### src/rtl/cbus_rr_arbiter.sv
// N:1 cbus arbiter: grants one requester a whole transaction, releasing ownership on a ready+last beat.
// Define CBUS_ARB_ROUND_ROBIN_EN for round-robin priority; otherwise the lowest valid index wins.
package cbus_pkg;
    typedef struct packed {
        logic        valid;
        logic        we;
        logic [15:0] addr;
        logic [31:0] wdata;
    } cbus_req_t;

    typedef struct packed {
        logic        ready;
        logic        last;
        logic [31:0] data;
    } cbus_resp_t;
endpackage

module cbus_rr_arbiter
    import cbus_pkg::*;
#(
    parameter int NUM_INPUTS = 2,
    parameter int BEAT_W     = 8,
    localparam int IDX_W     = (NUM_INPUTS > 1) ? $clog2(NUM_INPUTS) : 1
) (
    input  logic                         clk,
    input  logic                         reset,
    input  cbus_req_t  [NUM_INPUTS-1:0]  ireqs,
    output cbus_resp_t [NUM_INPUTS-1:0]  iresps,
    output cbus_req_t                    oreq,
    input  cbus_resp_t                   oresp,
    output logic                         busy,
    output logic [IDX_W-1:0]             grant_idx,
    output logic [BEAT_W-1:0]            beat_cnt
);

    typedef enum logic {IDLE, BUSY} state_e;

    state_e              state_q, state_d;
    logic [IDX_W-1:0]    grant_q, grant_d;
    logic [BEAT_W-1:0]   beat_q, beat_d, beat_inc;
    logic                any_vld;
    logic [IDX_W-1:0]    win;
    logic                owned;
    logic                done;

    // Outputs are gated by reset so the bus goes quiet the moment reset is seen.
    assign owned = (state_q == BUSY) && reset;
    assign done  = oresp.ready && oresp.last;

`ifdef CBUS_ARB_ROUND_ROBIN_EN
    logic [IDX_W-1:0] ptr_q, ptr_d;

    always_comb begin
        int idx;
        any_vld = 1'b0;
        win     = '0;
        idx     = 0;
        for (int k = 1; k <= NUM_INPUTS; k++) begin
            idx = (int'(ptr_q) + k) % NUM_INPUTS;
            if (!any_vld && ireqs[idx].valid) begin
                any_vld = 1'b1;
                win     = IDX_W'(idx);
            end
        end
    end

    always_comb begin
        ptr_d = ptr_q;
        if (state_q == BUSY && done)
            ptr_d = grant_q;
    end

    // Pointer parks on the last input so input 0 is searched first after reset.
    always_ff @(posedge clk) begin
        if (!reset) ptr_q <= IDX_W'(NUM_INPUTS - 1);
        else        ptr_q <= ptr_d;
    end
`else
    always_comb begin
        any_vld = 1'b0;
        win     = '0;
        for (int i = NUM_INPUTS - 1; i >= 0; i--) begin
            if (ireqs[i].valid) begin
                any_vld = 1'b1;
                win     = IDX_W'(i);
            end
        end
    end
`endif

    always_comb begin
        state_d  = state_q;
        grant_d  = grant_q;
        beat_d   = beat_q;
        beat_inc = beat_q;
        if (oresp.ready && (beat_q != '1))
            beat_inc = beat_q + 1'b1;
        case (state_q)
            IDLE: begin
                beat_d = '0;
                if (any_vld) begin
                    state_d = BUSY;
                    grant_d = win;
                end
            end
            BUSY: begin
                beat_d = beat_inc;
                if (done) begin
                    state_d = IDLE;
                    beat_d  = '0;
                end
            end
            default: state_d = IDLE;
        endcase
    end

    always_ff @(posedge clk) begin
        if (!reset) begin
            state_q <= IDLE;
            grant_q <= '0;
            beat_q  <= '0;
        end else begin
            state_q <= state_d;
            grant_q <= grant_d;
            beat_q  <= beat_d;
        end
    end

    always_comb begin
        oreq   = '0;
        iresps = '0;
        if (owned) begin
            oreq            = ireqs[grant_q];
            iresps[grant_q] = oresp;
        end
    end

    // beat_cnt includes the beat being accepted this cycle.
    assign busy      = owned;
    assign grant_idx = owned ? grant_q : '0;
    assign beat_cnt  = owned ? beat_inc : '0;

endmodule

### config.mk
export PLATFORM = sky130hd
export DESIGN_NAME = cbus_rr_arbiter
export DESIGN_NICKNAME = d
export VERILOG_FILES = /design/src/rtl/cbus_rr_arbiter.sv
export SDC_FILE = /design/constraint.sdc
export NUM_CORES = 1
export LEC_CHECK = 0
export CAP_MARGIN = 20
export CORE_AREA = 2 2 104 106
export DETAILED_ROUTE_END_ITERATION = 10
export DIE_AREA = 0 0 106 108
export PLACE_DENSITY_LB_ADDON = 0.15
export SETUP_SLACK_MARGIN = 0.4
export SYNTH_ARGS = -nofsm -noshare
export SYNTH_HDL_FRONTEND = slang
export SYNTH_SLANG_ARGS = --single-unit
### constraint.sdc
create_clock -name clk -period 4.31 [get_ports clk]
set_input_delay 0.862 -clock clk [delete_from_list [all_inputs] [get_ports clk]]
set_output_delay 0.862 -clock clk [all_outputs]
set_load 0.1 [all_outputs]
==> impl_metrics.tcl <==
set metrics [dict create \
    path_class "input port to output pin" \
    grt_overflow 0 \
    grt_pass1_wl_microns 15600 \
    first_global_vias 2735 \
    cts.hold.buffers_added 0 \
    die_y_microns 108 \
    nets 657 \
    cpMaxStageDelayCell "clkdlybuf4s50_1" \
    crit_chain "clkdlybuf4s50_1, nand4_1, a211oi_4, mux2i_2, buf_12" \
    wirelength_microns 10800 \
    htree_levels 1 \
    cts_made_buffers 3 \
    initial_core_util_pct 18.5 \
    synth_area_sq_mm 0.00189 \
    netSwitchingFraction_pct 51.9 \
    num_rows 37 \
    synth_area_leaders "mux2i_1 31%, and2_1 22%, dfxtp_1 11%" \
    io_pins 264 \
    dp.cells 651 \
    grt_usage_pct 17.2 \
    drive_above_1_share_pct 28.6 \
    drc 0 \
    clock_path_buffers 2 \
    rrSetupSlack_ns 2.74 \
    yosys_warnings 0 \
    p_leak_nw 2.16 \
    finalCritPeriodShare_pct 80.5 \
    clkLatencyLatePin_ns 0.24 \
    crit_required_ns 3.45 \
    ant_nets 0 \
    fin_worst_skew_ns 0.00511 \
    cts_root_buf "clkbuf_8" \
    yosysUniqueCellTypes 33 \
    dp_hpwl_microns 9280 \
    synth_area_per_cell_sq_um 6.99 \
    power.density_mw_per_mm2 157 \
    synth.top_cell.area_share_pct 30.6 \
    internal-power_uw 412 \
    synth_top_area_cell "mux2i_1" \
    finish.instance_area_sq_mm 0.00544 \
    cp_top_family "buffers and inverters" \
    synth_seq_area_share_pct 10.6 \
    port_buffers 263 \
    drt_iter0_markers 75 \
    post-cts-setup-buffers 0 \
    combPwrFrac_pct 76.8 \
    layout_common_cells "135 x clkdlybuf4s50_1, 87 x buf_12, 68 x and2_1" \
    clock-sinks 10 \
    end_kind "output pin" \
    status "finished, final reports clean" \
    min_path_type "flip-flop to flip-flop" \
    setup_viol 0 \
    mostFrequentLayoutCell "clkdlybuf4s50_1" \
    final-instance-count-excl-fill 654 \
    antenna_found_initial 0 \
    layout_min_cycle_time_ns 3.47 \
    die-width_microns 106 \
    gp_congestion 0.760 \
    die-area_sq_mm 0.0114 \
    hold_violations 0 \
    crit_path_start_kind "input port" \
    area_delta_synth_final_pct 187 \
    core_sq_mm 0.0102 \
    n_antenna_cell 0 \
    maxCapViolCount 0 \
    holdWs_ns 0.525 \
    post_cts_resized 0 \
    synth_fp_nets 408 \
    via_count 2791 \
    cts_tree "done" \
    synth_seq_cells 10 \
    ir_drop_uv 142 \
    rsz0062_at_grt "false" \
    clkTransAtPathRegs_ns 0.04 \
    synth_cells 271 \
    arrival_ns 2.61 \
    worst-path-buf-inv 2 \
    setup_ws_ns 0.842 \
    post_dp_cell_area_sq_mm 0.00540 \
    final_util_pct 53.2 \
    slew_violations 0 \
    clkPwrFrac_pct 11.3 \
    p_switching_uw 445 \
    seqPwrFrac_pct 11.9 \
    avgRoutedWirePerCell_microns 16.5 \
    fmax_mhz 288 \
    total_power_uw 857 \
    max_slew_margin_pct 60.6 \
    final.setup.tns_ns 0 \
    dp_slack_ns 0.817 \
    dr.pass1.iters 6 \
    slowest_delay_ns 0.65 \
    vias_per_cell 4.27 \
    crit_fanout 10 \
    tightest_slew_ns 0.591 \
    grt_max_degree 42 \
]
==> synthesized netlist by cell type (all sizes together) <==
library cell and count:
a2111o 1, o21a 1, ha 1, nand3b 4, a211oi 2, nand2b 2, and4 3, and2 68
nand3 8, o21ai 2, and3 2, clkbuf 7, mux2i 58, buf 17, a21oi 6, nand4 2
inv 4, or3 1, a311oi 1, dfxtp 10, a21boi 1, nor3 7, nor2 51, nor4 1
nand2 11
==> sequential cells by signal, summed over array words and instances (netlist names) <==
| signal | count |
|---|---|
| grant_q | 1 |
| beat_q | 8 |
| state_q | 1 |
==> power by group through the flow <==
| stage | combinational [mW] | clock [mW] | sequential, mW |
|---|---|---|---|
| after floorplan | 0.392 | 0 | 0.0976 |
| after global placement | 0.655 | 0 | 0.103 |
| after detailed placement | 0.661 | 0 | 0.104 |
| after CTS | 0.663 | 0.100 | 0.102 |
| after global routing | 0.682 | 0.104 | 0.102 |
| final | 0.658 | 0.0972 | 0.102 |
==> routing by layer <==
layer	global-route usage (%)	share of wire, %	up-vias
met2	32.9	54	123
met5	0	0	-
met1	18.6	37	1257
li1	-	-	1399
met4	3.10	1.4	0
met3	5.73	8.4	12
==> worst reg2reg max path, cell delays in order, from the launching register on <==
cell,delay [ns]
dfxtp_1,0.40
nand2_2,0.26
inv_1,0.41
buf_4,0.24
nand3b_1,0.08
mux2i_1,0.13
==> area by class of cell <==
type | count | area [sq um]
Fill cell | 942 | 4790
Timing Repair Buffer | 268 | 3440
Multi-Input combinational cell | 233 | 1580
Sequential cell | 10 | 201
Tap cell | 136 | 170
Clock buffer | 3 | 41.3
Inverter | 4 | 15.0
==> cells by family (layout without fill, tap and decap cells) <==
kind of cell | count (synthesis) | in the layout | share of synthesized area (%)
compound gates | 14 | 14 | 6.01
flops | 10 | 10 | 10.6
buf+inv | 28 | 275 | 7.53
fa+ha+maj | 1 | 1 | 0.660
mux | 58 | 58 | 30.6
simple gates | 160 | 160 | 44.6
==> final timing paths <==
check | end | from | cells past startpoint
hold reg to reg | grant_q$_SDFFE_PN0P_ | state_q$_SDFF_PN0_ | 2
hold / removal | grant_q$_SDFFE_PN0P_ | state_q$_SDFF_PN0_ | 2
setup reg to reg | beat_q[3]$_SDFF_PP0_ | state_q$_SDFF_PN0_ | 5
setup / recovery | beat_cnt[5] | oresp[33] | 5
No activity file was read; power rests on OpenSTA's default activity.
